===== config.mk =====
export PLATFORM = sky130hd
export DESIGN_NAME = eprisc_bus_master_flat
export DESIGN_NICKNAME = d
export VERILOG_FILES = /design/src/rtl/eprisc_bus_pkg.sv /design/src/rtl/eprisc_bus_master_if.sv /design/src/rtl/eprisc_bus_phase.sv /design/src/rtl/eprisc_bus_master.sv /design/src/flat_wrapper.sv
export SDC_FILE = /design/constraint.sdc
export NUM_CORES = 1
export LEC_CHECK = 0
export CORE_MARGIN = 2
export CORE_UTILIZATION = 45
export DETAILED_ROUTE_END_ITERATION = 12
export GPL_ROUTABILITY_DRIVEN = 0
export PLACE_DENSITY = 0.72
export SYNTH_ARGS = -nofsm -noshare
export SYNTH_HDL_FRONTEND = slang
export SYNTH_SLANG_ARGS = --single-unit
export TNS_END_PERCENT = 1

===== constraint.sdc =====
create_clock -name iBoardClock -period 6.8 [get_ports iBoardClock]
set_input_delay 1.36 -clock iBoardClock [delete_from_list [all_inputs] [get_ports iBoardClock]]
set_output_delay 1.36 -clock iBoardClock [all_outputs]
set_load 0.005 [all_outputs]

===== src/rtl/eprisc_bus_pkg.sv =====
// Shared types and constants for the epRISC peripheral-bus master.
package eprisc_bus_pkg;

  localparam int unsigned WORD_W = 32;
  localparam int unsigned BYTE_W = 8;

  localparam logic [1:0] SEL_NONE      = 2'd0;
  localparam logic [1:0] LEN_CODE_FULL = 2'd0;
  localparam logic [2:0] LEN_FULL      = 3'd4;

  typedef enum logic [2:0] {
    ST_IDLE,
    ST_LOW,
    ST_HIGH,
    ST_TAIL,
    ST_DONE
  } state_t;

  // Length code 0 encodes a full word; 1..3 are literal byte counts.
  function automatic logic [2:0] len_decode(input logic [1:0] code);
    return (code == LEN_CODE_FULL) ? LEN_FULL : {1'b0, code};
  endfunction

endpackage


===== src/rtl/eprisc_bus_master_if.sv =====
// Core-request and bus-pin bundle for the epRISC bus master.
interface eprisc_bus_master_if;
  import eprisc_bus_pkg::*;

  logic                iStart;
  logic [1:0]          iDevice;
  logic [1:0]          iLength;
  logic [WORD_W-1:0]   iData;
  logic                oBusy;
  logic                oDone;
  logic                oError;
  logic [WORD_W-1:0]   oRead;
  logic                oInterrupt;
  logic [BYTE_W-1:0]   oBusMOSI;
  logic [BYTE_W-1:0]   iBusMISO;
  logic                oBusClock;
  logic [1:0]          oBusSelect;
  logic                iBusInterrupt;

  modport master (
    input  iStart, iDevice, iLength, iData, iBusMISO, iBusInterrupt,
    output oBusy, oDone, oError, oRead, oInterrupt, oBusMOSI, oBusClock, oBusSelect
  );

  modport slave (
    output iStart, iDevice, iLength, iData, iBusMISO, iBusInterrupt,
    input  oBusy, oDone, oError, oRead, oInterrupt, oBusMOSI, oBusClock, oBusSelect
  );

endinterface


===== src/rtl/eprisc_bus_phase.sv =====
// Loadable down-counter; o_tick marks the last cycle of a bus-clock phase.
module eprisc_bus_phase #(
  parameter int unsigned W = 8
) (
  input  logic         i_clk,
  input  logic         i_rst,
  input  logic         i_load,
  input  logic [W-1:0] i_value,
  output logic         o_tick
);

  logic [W-1:0] r_cnt;

  // Reload on request, otherwise count down and park at zero.
  always_ff @(posedge i_clk or posedge i_rst) begin
    if (i_rst) begin
      r_cnt <= '0;
    end else if (i_load) begin
      r_cnt <= i_value;
    end else if (r_cnt != '0) begin
      r_cnt <= r_cnt - 1'b1;
    end
  end

  assign o_tick = (r_cnt == '0);

endmodule


===== src/rtl/eprisc_bus_master.sv =====
// epRISC peripheral-bus master: serialises 1-4 byte transfers onto the
// 8-bit parallel bus and collects MISO bytes into a right-justified word.
module eprisc_bus_master
  import eprisc_bus_pkg::*;
#(
  parameter int unsigned CLKDIV      = 4,
  parameter int unsigned SYNC_STAGES = 2
) (
  input  logic                 iBoardClock,
  input  logic                 iBoardReset,
  eprisc_bus_master_if.master  bus
);

  localparam logic [7:0] PH_HALF = 8'(CLKDIV - 1);
  // Tail phase is one cycle longer than a half-period, giving the
  // CLKDIV+1 select hold after the final falling edge.
  localparam logic [7:0] PH_TAIL = 8'(CLKDIV);

  state_t                  r_state;
  state_t                  w_next;
  logic [1:0]              r_dev;
  logic [2:0]              r_rem;
  logic [WORD_W-1:0]       r_shift;
  logic [WORD_W-1:0]       r_rx;
  logic [WORD_W-1:0]       r_read;
  logic                    r_err;
  logic [SYNC_STAGES-1:0]  r_sync;

  logic                    w_ready;
  logic                    w_accept;
  logic                    w_illegal;
  logic                    w_active;
  logic                    w_tick;
  logic                    w_load;
  logic                    w_last;
  logic [7:0]              w_load_val;
  logic [2:0]              w_len;
  logic [2:0]              w_pad;

  assign w_ready    = (r_state == ST_IDLE) || (r_state == ST_DONE);
  assign w_accept   = w_ready && bus.iStart && (bus.iDevice != SEL_NONE);
  assign w_illegal  = w_ready && bus.iStart && (bus.iDevice == SEL_NONE);
  assign w_active   = (r_state == ST_LOW) || (r_state == ST_HIGH) || (r_state == ST_TAIL);
  assign w_last     = (r_rem == 3'd1);
  assign w_load     = w_accept || (w_active && w_tick);
  assign w_load_val = (r_state == ST_HIGH && w_last) ? PH_TAIL : PH_HALF;
  assign w_len      = len_decode(bus.iLength);
  assign w_pad      = LEN_FULL - w_len;

  eprisc_bus_phase #(.W(8)) u_phase (
    .i_clk   (iBoardClock),
    .i_rst   (iBoardReset),
    .i_load  (w_load),
    .i_value (w_load_val),
    .o_tick  (w_tick)
  );

  // State register.
  always_ff @(posedge iBoardClock or posedge iBoardReset) begin
    if (iBoardReset) r_state <= ST_IDLE;
    else             r_state <= w_next;
  end

  // Next-state logic; DONE accepts a new request exactly like IDLE.
  always_comb begin
    w_next = r_state;
    unique case (r_state)
      ST_IDLE, ST_DONE: w_next = w_accept ? ST_LOW : ST_IDLE;
      ST_LOW:           if (w_tick) w_next = ST_HIGH;
      ST_HIGH:          if (w_tick) w_next = w_last ? ST_TAIL : ST_LOW;
      ST_TAIL:          if (w_tick) w_next = ST_DONE;
      default:          w_next = ST_IDLE;
    endcase
  end

  // Transfer datapath: request latch, TX byte shifter, RX capture.
  always_ff @(posedge iBoardClock or posedge iBoardReset) begin
    if (iBoardReset) begin
      r_dev   <= SEL_NONE;
      r_rem   <= '0;
      r_shift <= '0;
      r_rx    <= '0;
      r_read  <= '0;
    end else if (w_accept) begin
      r_dev   <= bus.iDevice;
      r_rem   <= w_len;
      // Left-align the N payload bytes so the top byte is always on the pins.
      r_shift <= bus.iData << {w_pad, 3'b000};
      r_rx    <= '0;
    end else if (w_tick) begin
      case (r_state)
        ST_LOW:  r_rx <= {r_rx[WORD_W-BYTE_W-1:0], bus.iBusMISO};
        ST_HIGH: if (!w_last) begin
                   r_shift <= r_shift << BYTE_W;
                   r_rem   <= r_rem - 3'd1;
                 end
        ST_TAIL: r_read <= r_rx;
        default: ;
      endcase
    end
  end

  // Illegal-select pulse, one cycle after the request.
  always_ff @(posedge iBoardClock or posedge iBoardReset) begin
    if (iBoardReset) r_err <= 1'b0;
    else             r_err <= w_illegal;
  end

  // Interrupt synchroniser, independent of the transfer FSM.
  always_ff @(posedge iBoardClock or posedge iBoardReset) begin
    if (iBoardReset) r_sync <= '0;
    else             r_sync <= {r_sync[SYNC_STAGES-2:0], bus.iBusInterrupt};
  end

  // Output decode from state and datapath registers.
  always_comb begin
    bus.oBusy      = 1'b0;
    bus.oDone      = 1'b0;
    bus.oBusClock  = 1'b0;
    bus.oBusSelect = SEL_NONE;
    bus.oBusMOSI   = '0;
    bus.oError     = r_err;
    bus.oRead      = r_read;
    bus.oInterrupt = r_sync[SYNC_STAGES-1];
    case (r_state)
      ST_LOW, ST_TAIL: begin
        bus.oBusy      = 1'b1;
        bus.oBusSelect = r_dev;
        bus.oBusMOSI   = r_shift[WORD_W-1 -: BYTE_W];
      end
      ST_HIGH: begin
        bus.oBusy      = 1'b1;
        bus.oBusClock  = 1'b1;
        bus.oBusSelect = r_dev;
        bus.oBusMOSI   = r_shift[WORD_W-1 -: BYTE_W];
      end
      ST_DONE: bus.oDone = 1'b1;
      default: ;
    endcase
  end

endmodule


===== src/flat_wrapper.sv =====
// flat-port wrapper written by rule: the top's interface ports become plain ports
module eprisc_bus_master_flat import eprisc_bus_pkg::*;
#(
  parameter int unsigned CLKDIV      = 4,
  parameter int unsigned SYNC_STAGES = 2
)
  (iBoardClock, iBoardReset, bus_iStart, bus_iDevice, bus_iLength, bus_iData, bus_iBusMISO, bus_iBusInterrupt, bus_oBusy, bus_oDone, bus_oError, bus_oRead, bus_oInterrupt, bus_oBusMOSI, bus_oBusClock, bus_oBusSelect);
  eprisc_bus_master_if bus_i ();
  input  logic iBoardClock;
  input  logic iBoardReset;
  input wire logic [$bits(bus_i.iStart)-1:0] bus_iStart;
  input wire logic [$bits(bus_i.iDevice)-1:0] bus_iDevice;
  input wire logic [$bits(bus_i.iLength)-1:0] bus_iLength;
  input wire logic [$bits(bus_i.iData)-1:0] bus_iData;
  input wire logic [$bits(bus_i.iBusMISO)-1:0] bus_iBusMISO;
  input wire logic [$bits(bus_i.iBusInterrupt)-1:0] bus_iBusInterrupt;
  output wire logic [$bits(bus_i.oBusy)-1:0] bus_oBusy;
  output wire logic [$bits(bus_i.oDone)-1:0] bus_oDone;
  output wire logic [$bits(bus_i.oError)-1:0] bus_oError;
  output wire logic [$bits(bus_i.oRead)-1:0] bus_oRead;
  output wire logic [$bits(bus_i.oInterrupt)-1:0] bus_oInterrupt;
  output wire logic [$bits(bus_i.oBusMOSI)-1:0] bus_oBusMOSI;
  output wire logic [$bits(bus_i.oBusClock)-1:0] bus_oBusClock;
  output wire logic [$bits(bus_i.oBusSelect)-1:0] bus_oBusSelect;
  assign bus_i.iStart = bus_iStart;
  assign bus_i.iDevice = bus_iDevice;
  assign bus_i.iLength = bus_iLength;
  assign bus_i.iData = bus_iData;
  assign bus_i.iBusMISO = bus_iBusMISO;
  assign bus_i.iBusInterrupt = bus_iBusInterrupt;
  assign bus_oBusy = bus_i.oBusy;
  assign bus_oDone = bus_i.oDone;
  assign bus_oError = bus_i.oError;
  assign bus_oRead = bus_i.oRead;
  assign bus_oInterrupt = bus_i.oInterrupt;
  assign bus_oBusMOSI = bus_i.oBusMOSI;
  assign bus_oBusClock = bus_i.oBusClock;
  assign bus_oBusSelect = bus_i.oBusSelect;
  eprisc_bus_master #(.CLKDIV(CLKDIV), .SYNC_STAGES(SYNC_STAGES)) u_core (.iBoardClock(iBoardClock), .iBoardReset(iBoardReset), .bus(bus_i));
endmodule

==> impl_metrics.py, run 1 <==
metrics = {
    "timing": {
        "fin_skew_ns": 0.00719,
        "rsz0062_at_grt": "no",
        "tightest_slew_ns": 1.10,
        "setup_viol": 0,
        "fin_tns_setup_ns": 0,
        "max_freq_mhz": 287,
        "period_share": 0.512,
        "hold_viol_final": 0,
        "post-route-min-period_ns": 3.48,
        "max-slew-margin-rel": 0.268,
        "holdWs_ns": 0.353,
        "final_max_slew_viol_count": 0,
    },
    "critical_path": {
        "worstPathArrival_ns": 2.12,
        "end_kind": "primary output",
        "critPathKind": "reg2out",
        "worstPathMaxFanout": 14,
        "critPathLaunchType": "flip-flop",
        "worstPathRequired_ns": 5.44,
    },
    "logic_synthesis": {
        "synth_area_um2": 5520,
        "postSynthCellCount": 470,
        "synth.area.top_cells": "dfrtp_1, mux2i_1, mux2_4",
        "synth_seq_cells": 115,
        "yosys_warnings": 0,
        "synth_top_area_cell": "dfrtp_1",
        "synth.avg_cell_area_um2": 11.7,
        "syn-num-nets": 524,
        "netlist-cell-type-count": 44,
        "synth-seq-area-share": 0.521,
        "synth_top_area_frac": 0.521,
    },
    "grt": {
        "grt_pass1_vias": 3997,
        "grt_pass1_wl_mm": 20.4,
        "track_usage": 0.198,
        "antenna_found_initial": 0,
        "overflow": 0,
        "grt_max_degree": 67,
    },
    "layout": {
        "num_antenna_cells": 0,
        "final_util": 0.594,
        "area_growth_pct": 29.3,
        "nets": 609,
        "final_common_cell": "dfrtp_1",
        "drive_gt1_frac": 0.146,
        "layout_common_cells": "dfrtp_1, clkdlybuf4s50_1, mux2i_1",
    },
    "detailed_routing": {
        "avgViaCountPerCell": 5.53,
        "num_vias": 3950,
        "drt_iter0_markers": 265,
        "first_pass_iters": 5,
        "postRouteAntennaNets": 0,
        "postRouteWirelength_mm": 12.4,
        "drcViolationCount": 0,
        "wl_per_cell_um": 17.3,
    },
    "hold_path": {
        "hold_class": "reg2reg",
    },
    "die": {
        "die-area_um2": 13200,
        "rows": 40,
        "die_w_um": 115,
        "boundaryPins": 95,
        "die_h_um": 115,
        "core_um2": 12000,
        "start_util": 0.460,
    },
    "clocking": {
        "cts_tree": "yes",
        "cts_hold_buffers": 0,
        "ctsResizeCount": 0,
        "clock_latency_ns": 0.40,
        "numCtsBuffers": 17,
        "postCtsSetupBuffers": 0,
        "clockRootBuffer": "clkbuf_16",
        "cts.sinks": 115,
        "clockBufferDepth": 2,
        "clkSlewWorstSetupHoldPaths_ns": 0.05,
        "htreeDepth": 4,
    },
    "placed_design": {
        "io_buffers": 94,
        "dpl.hpwl_mm": 7.89,
    },
    "power": {
        "ir_worst_vdd_v": 0.000197,
        "power.density_nw_per_um2": 383,
        "p_leak_nw": 3.51,
    },
    "run_status": {
        "outcome": "completed",
    },
    "job": {
        "drv_cap": 0,
    },
}
[path summary, 6_finish.rpt]
check / from / to / slack (ns) / depth (start not counted)
worst min register to register: u_core.r_sync[0]$_DFF_PP0_ / u_core.r_sync[1]$_DFF_PP0_ / 0.35 / 0
worst max register to register: u_core.u_phase.r_cnt[0]$_DFFE_PP0P_ / u_core.r_rx[20]$_DFFE_PP0P_ / 4.00 / 6
worst min-delay path: u_core.r_sync[0]$_DFF_PP0_ / u_core.r_sync[1]$_DFF_PP0_ / 0.35 / 0
worst max-delay path: u_core.r_state[0]$_DFFE_PP0P_ / bus_oBusMOSI[2] / 3.32 / 3
min in group asynchronous: iBoardReset / u_core.r_shift[28]$_DFFE_PP0P_ / 1.40 / 2
max in group asynchronous: iBoardReset / u_core.bus.oRead[26]$_DFFE_PP0P_ / 4.17 / 3
[cell families (layout without fill, tap and decap cells)]
group / Yosys count / count (layout) / synth area share
buf+inv: 40 / 137 / 0.0358
compound gates: 66 / 66 / 0.0902
simple gates: 142 / 142 / 0.129
xor+xnor: 5 / 5 / 0.00793
fa+ha+maj: 6 / 6 / 0.0136
flops: 115 / 115 / 0.521
mux: 96 / 96 / 0.202
[through the flow]
| stage | power [mW] | instance area, um^2 | cells | setup slack (ns) |
|---|---|---|---|---|
| final | 2.73 | 7140 | 714 | 3.32 |
| after global routing | 2.88 | 7140 | 714 | 3.23 |
| after CTS | 2.75 | 7140 | 714 | 3.27 |
| after detailed placement | 1.80 | 6510 | 683 | 3.12 |
| after global placement | 1.77 | 6510 | 683 | 3.12 |
| after floorplan | 1.49 | 5520 | 470 | 2.40 |
[layer usage]
metal,GRT usage,vias to the layer above,wire (um)
met5,0,-,0
met4,0.0835,0,288
met3,0.0453,24,526
met2,0.305,105,5970
met1,0.272,1987,5570
li1,-,1834,-
[registers in the layout, summed over array words and instances, names as in the netlist]
name                  flops
u_core.u_phase.r_cnt      8
u_core.r_sync             2
u_core.r_shift           32
u_core.r_dev              2
u_core.bus.oRead         32
u_core.r_rem              3
u_core.r_state            3
u_core.r_rx              32
u_core.bus.oError         1
[synth_stat cells]
cell / n
o22a_1: 1
xnor2_1: 4
or2_2: 3
buf_4: 2
a31oi_1: 2
buf_6: 3
clkbuf_1: 12
a21o_1: 3
nand3_1: 9
nand3b_1: 2
nor3b_1: 5
or4_1: 2
nand2_1: 51
nor3b_4: 1
o21ai_0: 3
nand3_4: 1
a22o_1: 8
o21a_1: 8
mux2_4: 29
xor2_1: 1
o221ai_1: 19
nor4_4: 1
nor4_1: 1
mux2i_1: 59
o21ba_2: 1
inv_1: 9
o311ai_0: 1
a21oi_1: 8
nand3_2: 1
nand2b_1: 4
a211oi_1: 3
a21bo_2: 1
and2_1: 14
o22ai_1: 7
ha_1: 6
nor2b_1: 5
or3_1: 1
and4_1: 1
o31ai_1: 1
nor2_1: 39
mux2_2: 8
nor3_2: 1
buf_2: 14
dfrtp_1: 115
[power breakdown]
group / switching [mW] / internal (mW)
Clock: 0.302 / 0.637
Combinational: 0.311 / 0.418
Sequential: 0.166 / 0.899
Total: 0.778 / 1.95
[critical path: stages (launching register included)]
cell,delay (ns)
dfrtp_1,0.57
o21ba_2,0.44
and2_1,0.19
clkdlybuf4s50_1,0.52
[layout make-up]
class / instances / area [um^2]
Clock inverter: 10 / 155
Inverter: 9 / 36.3
Timing Repair Buffer: 97 / 963
Sequential cell: 115 / 2880
Clock buffer: 21 / 470
Tap cell: 147 / 184
Multi-Input combinational cell: 315 / 2450
Fill cell: 971 / 4870
Power figures use the tool's default switching activity.
==> inputs of run 2 (changes only) <==
- PLACE_DENSITY: 0.72 -> 0.74
- clock period: 6.8 -> 2.85 ns (I/O delays scaled with it)
==> run 2 against run 1 <==
  * Register-to-register slack lost 3.5 ns
  * Critical endpoint is now bus_oBusMOSI[7]
  * Global-route usage grew 0.56 points
  * Wire length grew 2.6%
==> impl_metrics.py, run 2 (synthesis results as in run 1) <==
metrics = {
    "power": {
        "clockPowerShare": 0.335,
        "p_sw_frac": 0.294,
        "power_mw": 6.51,
        "p_comb_frac": 0.275,
        "seqPwrFrac": 0.390,
        "ir_worst_vdd_v": 0.000469,
        "switchingPower_mw": 1.91,
        "power.density_nw_per_um2": 897,
        "intPower_mw": 4.59,
        "p_leak_nw": 3.54,
    },
    "hold_path": {
        "holdPathStages": 0,
        "hold-path-endpoint": "u_core.r_sync[1]$_DFF_PP0_",
        "hold_class": "reg2reg",
        "hold_start": "u_core.r_sync[0]$_DFF_PP0_",
    },
    "die": {
        "die-area_um2": 13200,
        "die_h_um": 115,
        "core_um2": 12000,
        "start_util": 0.460,
        "rows": 40,
        "die_w_um": 115,
        "boundaryPins": 95,
    },
    "timing": {
        "fin_skew_ns": 0.00818,
        "period_share": 0.944,
        "fin_tns_setup_ns": 0,
        "setup_viol": 0,
        "max-slew-margin-rel": 0.519,
        "holdWs_ns": 0.351,
        "final_max_slew_viol_count": 0,
        "setup_ws_ns": 0.160,
        "rsz0062_at_grt": "no",
        "hold_viol_final": 0,
        "post-route-min-period_ns": 2.69,
        "max_freq_mhz": 372,
        "tightest_slew_ns": 0.721,
    },
    "critical_path": {
        "worstPathMaxFanout": 14,
        "critPathKind": "reg2out",
        "worstPathRequired_ns": 2.28,
        "worstPathArrival_ns": 2.12,
        "reg2reg_from": "u_core.u_phase.r_cnt[0]$_DFFE_PP0P_",
        "rrSetupSlack_ns": 0.50,
        "critPathLaunchType": "flip-flop",
        "critPathMaxStageDelay_ns": 0.58,
        "r2r_end": "u_core.bus.oRead[16]$_DFFE_PP0P_",
        "path_cells": "o21ba_2 > and2_1 > clkdlybuf4s50_1",
        "end_kind": "primary output",
        "worstRegToRegCells": 8,
        "cpMaxStageDelayCell": "dfrtp_1",
    },
    "clocking": {
        "cts_hold_buffers": 0,
        "clkSlewWorstSetupHoldPaths_ns": 0.06,
        "postCtsSetupBuffers": 0,
        "ctsResizeCount": 0,
        "htreeDepth": 4,
        "clockRootBuffer": "clkbuf_16",
        "cts.sinks": 115,
        "clockBufferDepth": 2,
        "cts_tree": "yes",
        "clock_latency_ns": 0.41,
        "numCtsBuffers": 17,
    },
    "detailed_routing": {
        "avgViaCountPerCell": 5.45,
        "route.top_layer_used": "met4",
        "wl_per_cell_um": 17.5,
        "met1_length_mm": 5.74,
        "first_pass_iters": 4,
        "postRouteWirelength_mm": 12.7,
        "num_vias": 3953,
        "postRouteAntennaNets": 0,
        "dr_wl_met2_mm": 6.15,
        "drcViolationCount": 0,
        "drt_iter0_markers": 322,
        "route.met3.wl_um": 573,
    },
    "layout": {
        "drive_gt1_frac": 0.163,
        "final_area_um2": 7260,
        "nFillCells": 948,
        "layout_common_cells": "dfrtp_1, clkdlybuf4s50_1, mux2i_1",
        "final-seq-area_um2": 2880,
        "multiInputGateArea_um2": 2450,
        "final_common_cell": "dfrtp_1",
        "nets": 620,
        "final_util": 0.604,
        "num_antenna_cells": 0,
        "area_growth_pct": 31.4,
        "fin_cells": 725,
    },
    "placed_design": {
        "io_buffers": 94,
        "dpl.hpwl_mm": 8.05,
        "place_inst": 694,
        "dpl_cell_area_um2": 6650,
        "dp_slack_ns": 0.214,
    },
    "job": {
        "drv_cap": 0,
    },
    "grt": {
        "grt_pass1_wl_mm": 20.8,
        "track_usage": 0.204,
        "antenna_found_initial": 0,
        "grt_pass1_vias": 4107,
        "grt_max_degree": 56,
        "overflow": 0,
    },
    "run_status": {
        "outcome": "completed",
    },
}
-- run 2: changes by cell type in the layout (fill, tap and decap cells not counted), sizes merged --
cell	before	now
buf	3	14
clkinv	4	1
bufinv	4	3
clkinvlp	2	7
clkbuf	21	20
-- run 2: metal layers --
| metal | vias to the layer above | global-route usage |
|---|---|---|
| met5 | - | 0 |
| met4 | 0 | 0.0787 |
| met3 | 19 | 0.0506 |
| met2 | 104 | 0.319 |
| met1 | 1976 | 0.275 |
| li1 | 1854 | - |
-- run 2: critical path, delay by kind of cell (launching register included) --
family          cells  cell delay, ns
flops               1            0.58
buf+inv             1            0.50
compound gates      1            0.44
simple gates        1            0.20
-- run 2: layout make-up --
class,count,share of cell area
sequential,115,0.397
multi-input combinational,315,0.338
timing repair buffer,108,0.151
clock buffer,20,0.0629
tap,147,0.0253
clock inverter,11,0.0210
inverter,9,0.00517
-- run 2: how the worst max path moves through the flow --
stage	depth (start not counted)	endpoint	startpoint
floorplan	1	u_core.bus.oError$_DFF_PP0_	iBoardReset
global route	3	bus_oBusMOSI[0]	u_core.r_state[0]$_DFFE_PP0P_
finish	3	bus_oBusMOSI[7]	u_core.r_state[0]$_DFFE_PP0P_
CTS	3	bus_oBusMOSI[7]	u_core.r_state[0]$_DFFE_PP0P_
global placement	5	u_core.r_shift[5]$_DFFE_PP0P_	bus_iLength[0]
detailed placement	7	u_core.r_shift[20]$_DFFE_PP0P_	bus_iLength[0]
-- run 2: power by group through the flow --
stage | Sequential [mW] | Clock [mW] | Combinational (mW)
6_report | 2.54 | 2.18 | 1.79
4_1_cts | 2.53 | 2.20 | 1.82
3_5_place_dp | 2.54 | 0 | 1.79
5_1_grt | 2.61 | 2.29 | 1.97
3_3_place_gp | 2.52 | 0 | 1.73
2_1_floorplan | 2.43 | 0 | 1.12
==> inputs of run 3 (changes only) <==
- CORE_UTILIZATION: 45 -> 40
- PLACE_DENSITY: 0.74 -> 0.65
- SKIP_LAST_GASP: not set -> 1
- clock period: 2.85 -> 3.5 ns (I/O delays scaled with it)
==> run 3 against run 2 <==
  * Cell count is 3.4% higher
  * Sequential power decreased by 19%
  * Global-route usage is 2.0 points lower
  * Largest cell class unchanged
  * Largest power group unchanged
  * Sequential share of layout area increased by 0.16 points
  * Critical path type is now reg2reg
==> impl_metrics.py, run 3 (synthesis results as in run 1) <==
metrics = {
    "die": {
        "die_h_um": 121,
        "boundaryPins": 95,
        "die_w_um": 121,
        "core_um2": 13300,
        "rows": 42,
        "start_util": 0.414,
        "die-area_um2": 14800,
    },
    "job": {
        "drv_cap": 0,
    },
    "critical_path": {
        "path_cells": "inv_1 > ha_1 > nor3b_1 > and2_1 > nand3_4 > mux2_4",
        "worstRegToRegCells": 6,
        "worstPathArrival_ns": 3.15,
        "critPathLaunchType": "flip-flop",
        "reg2reg_from": "u_core.u_phase.r_cnt[0]$_DFFE_PP0P_",
        "end_kind": "flip-flop",
        "path_buf_inv": 1,
        "critPathKind": "reg2reg",
        "worstPathRequired_ns": 3.79,
        "critPathMaxStageDelay_ns": 0.57,
        "crit_family": "simple AND/OR/NAND/NOR gates",
        "rrSetupSlack_ns": 0.64,
        "r2r_end": "u_core.bus.oRead[1]$_DFFE_PP0P_",
        "worstPathMaxFanout": 33,
        "cpMaxStageDelayCell": "nand3_4",
    },
    "clocking": {
        "clockBufferDepth": 2,
        "postCtsSetupBuffers": 0,
        "htreeDepth": 4,
        "ctsResizeCount": 0,
        "clock_latency_ns": 0.41,
        "cts_tree": "yes",
        "clkSlewWorstSetupHoldPaths_ns": 0.06,
        "clockRootBuffer": "clkbuf_16",
        "numCtsBuffers": 17,
        "cts_hold_buffers": 0,
        "cts.sinks": 115,
    },
    "detailed_routing": {
        "wl_per_cell_um": 16.7,
        "avgViaCountPerCell": 5.23,
        "first_pass_iters": 5,
        "postRouteAntennaNets": 0,
        "drt_iter0_markers": 259,
        "num_vias": 3921,
        "drcViolationCount": 0,
        "postRouteWirelength_mm": 12.5,
    },
    "layout": {
        "area_growth_pct": 30.9,
        "nFillCells": 1150,
        "layout_common_cells": "dfrtp_1, clkdlybuf4s50_1, mux2i_1",
        "num_antenna_cells": 0,
        "fin_cells": 750,
        "nets": 615,
        "final-seq-area_um2": 2880,
        "drive_gt1_frac": 0.157,
        "multiInputGateArea_um2": 2450,
        "final_common_cell": "dfrtp_1",
    },
    "power": {
        "p_leak_nw": 3.53,
        "power.density_nw_per_um2": 729,
        "ir_worst_vdd_v": 0.000379,
        "power_mw": 5.27,
    },
    "timing": {
        "max_freq_mhz": 349,
        "hold_viol_final": 0,
        "post-route-min-period_ns": 2.86,
        "setup_viol": 0,
        "fin_skew_ns": 0.00884,
        "rsz0062_at_grt": "no",
        "final_max_slew_viol_count": 0,
        "max-slew-margin-rel": 0.370,
        "fin_tns_setup_ns": 0,
        "period_share": 0.818,
        "tightest_slew_ns": 0.945,
    },
    "placed_design": {
        "place_inst": 718,
        "dpl.hpwl_mm": 8.29,
        "io_buffers": 94,
    },
    "grt": {
        "grt_pass1_vias": 3999,
        "track_usage": 0.183,
        "grt_pass1_wl_mm": 20.8,
        "overflow": 0,
        "antenna_found_initial": 0,
        "grt_max_degree": 50,
    },
    "hold_path": {
        "hold_class": "reg2reg",
        "hold_start": "u_core.r_sync[0]$_DFF_PP0_",
        "holdPathStages": 0,
        "hold-path-endpoint": "u_core.r_sync[1]$_DFF_PP0_",
    },
    "run_status": {
        "outcome": "completed",
    },
}
==> run 3: worst max-delay path by stage <==
stage | cells after the start | to | start
finish | 6 | u_core.bus.oRead[1]$_DFFE_PP0P_ | u_core.u_phase.r_cnt[0]$_DFFE_PP0P_
global route | 6 | u_core.bus.oRead[3]$_DFFE_PP0P_ | u_core.u_phase.r_cnt[0]$_DFFE_PP0P_
CTS | 3 | bus_oBusMOSI[4] | u_core.r_state[0]$_DFFE_PP0P_
detailed placement | 7 | u_core.r_shift[28]$_DFFE_PP0P_ | bus_iLength[0]
global placement | 7 | u_core.r_shift[24]$_DFFE_PP0P_ | bus_iLength[0]
floorplan | 1 | u_core.bus.oError$_DFF_PP0_ | iBoardReset
==> run 3: cell type report <==
type / instances / area share
Clock inverter: 14 / 0.0244
Multi-Input combinational cell: 315 / 0.339
Clock buffer: 18 / 0.0594
Inverter: 9 / 0.00519
Sequential cell: 115 / 0.398
Tap cell: 176 / 0.0305
Timing Repair Buffer: 103 / 0.143
==> run 3: power by group <==
| group | leakage (nW) | total (mW) | switching [mW] | internal (mW) |
|---|---|---|---|---|
| Sequential | 1.55 | 2.07 | 0.322 | 1.75 |
| Clock | 0.292 | 1.78 | 0.650 | 1.13 |
| Combinational | 1.69 | 1.43 | 0.604 | 0.822 |
==> run 3: routing by layer <==
layer  track usage  routed length (um)  share of wire
met5             0                   0              0
met3        0.0484                 607          0.049
met1         0.250                5800           0.46
met2         0.280                5900           0.47
met4        0.0682                 204          0.016
==> run 3: through the flow <==
step	worst slack (ns)	hold slack (ns)	util	area, um^2
floorplan	1.40	0.331	-	5520
global placement	0.621	0.336	0.496	6620
detailed placement	0.594	0.340	0.496	6620
CTS	0.614	0.351	0.541	7230
global route	0.516	0.376	0.541	7230
finish	0.636	0.351	0.541	7230
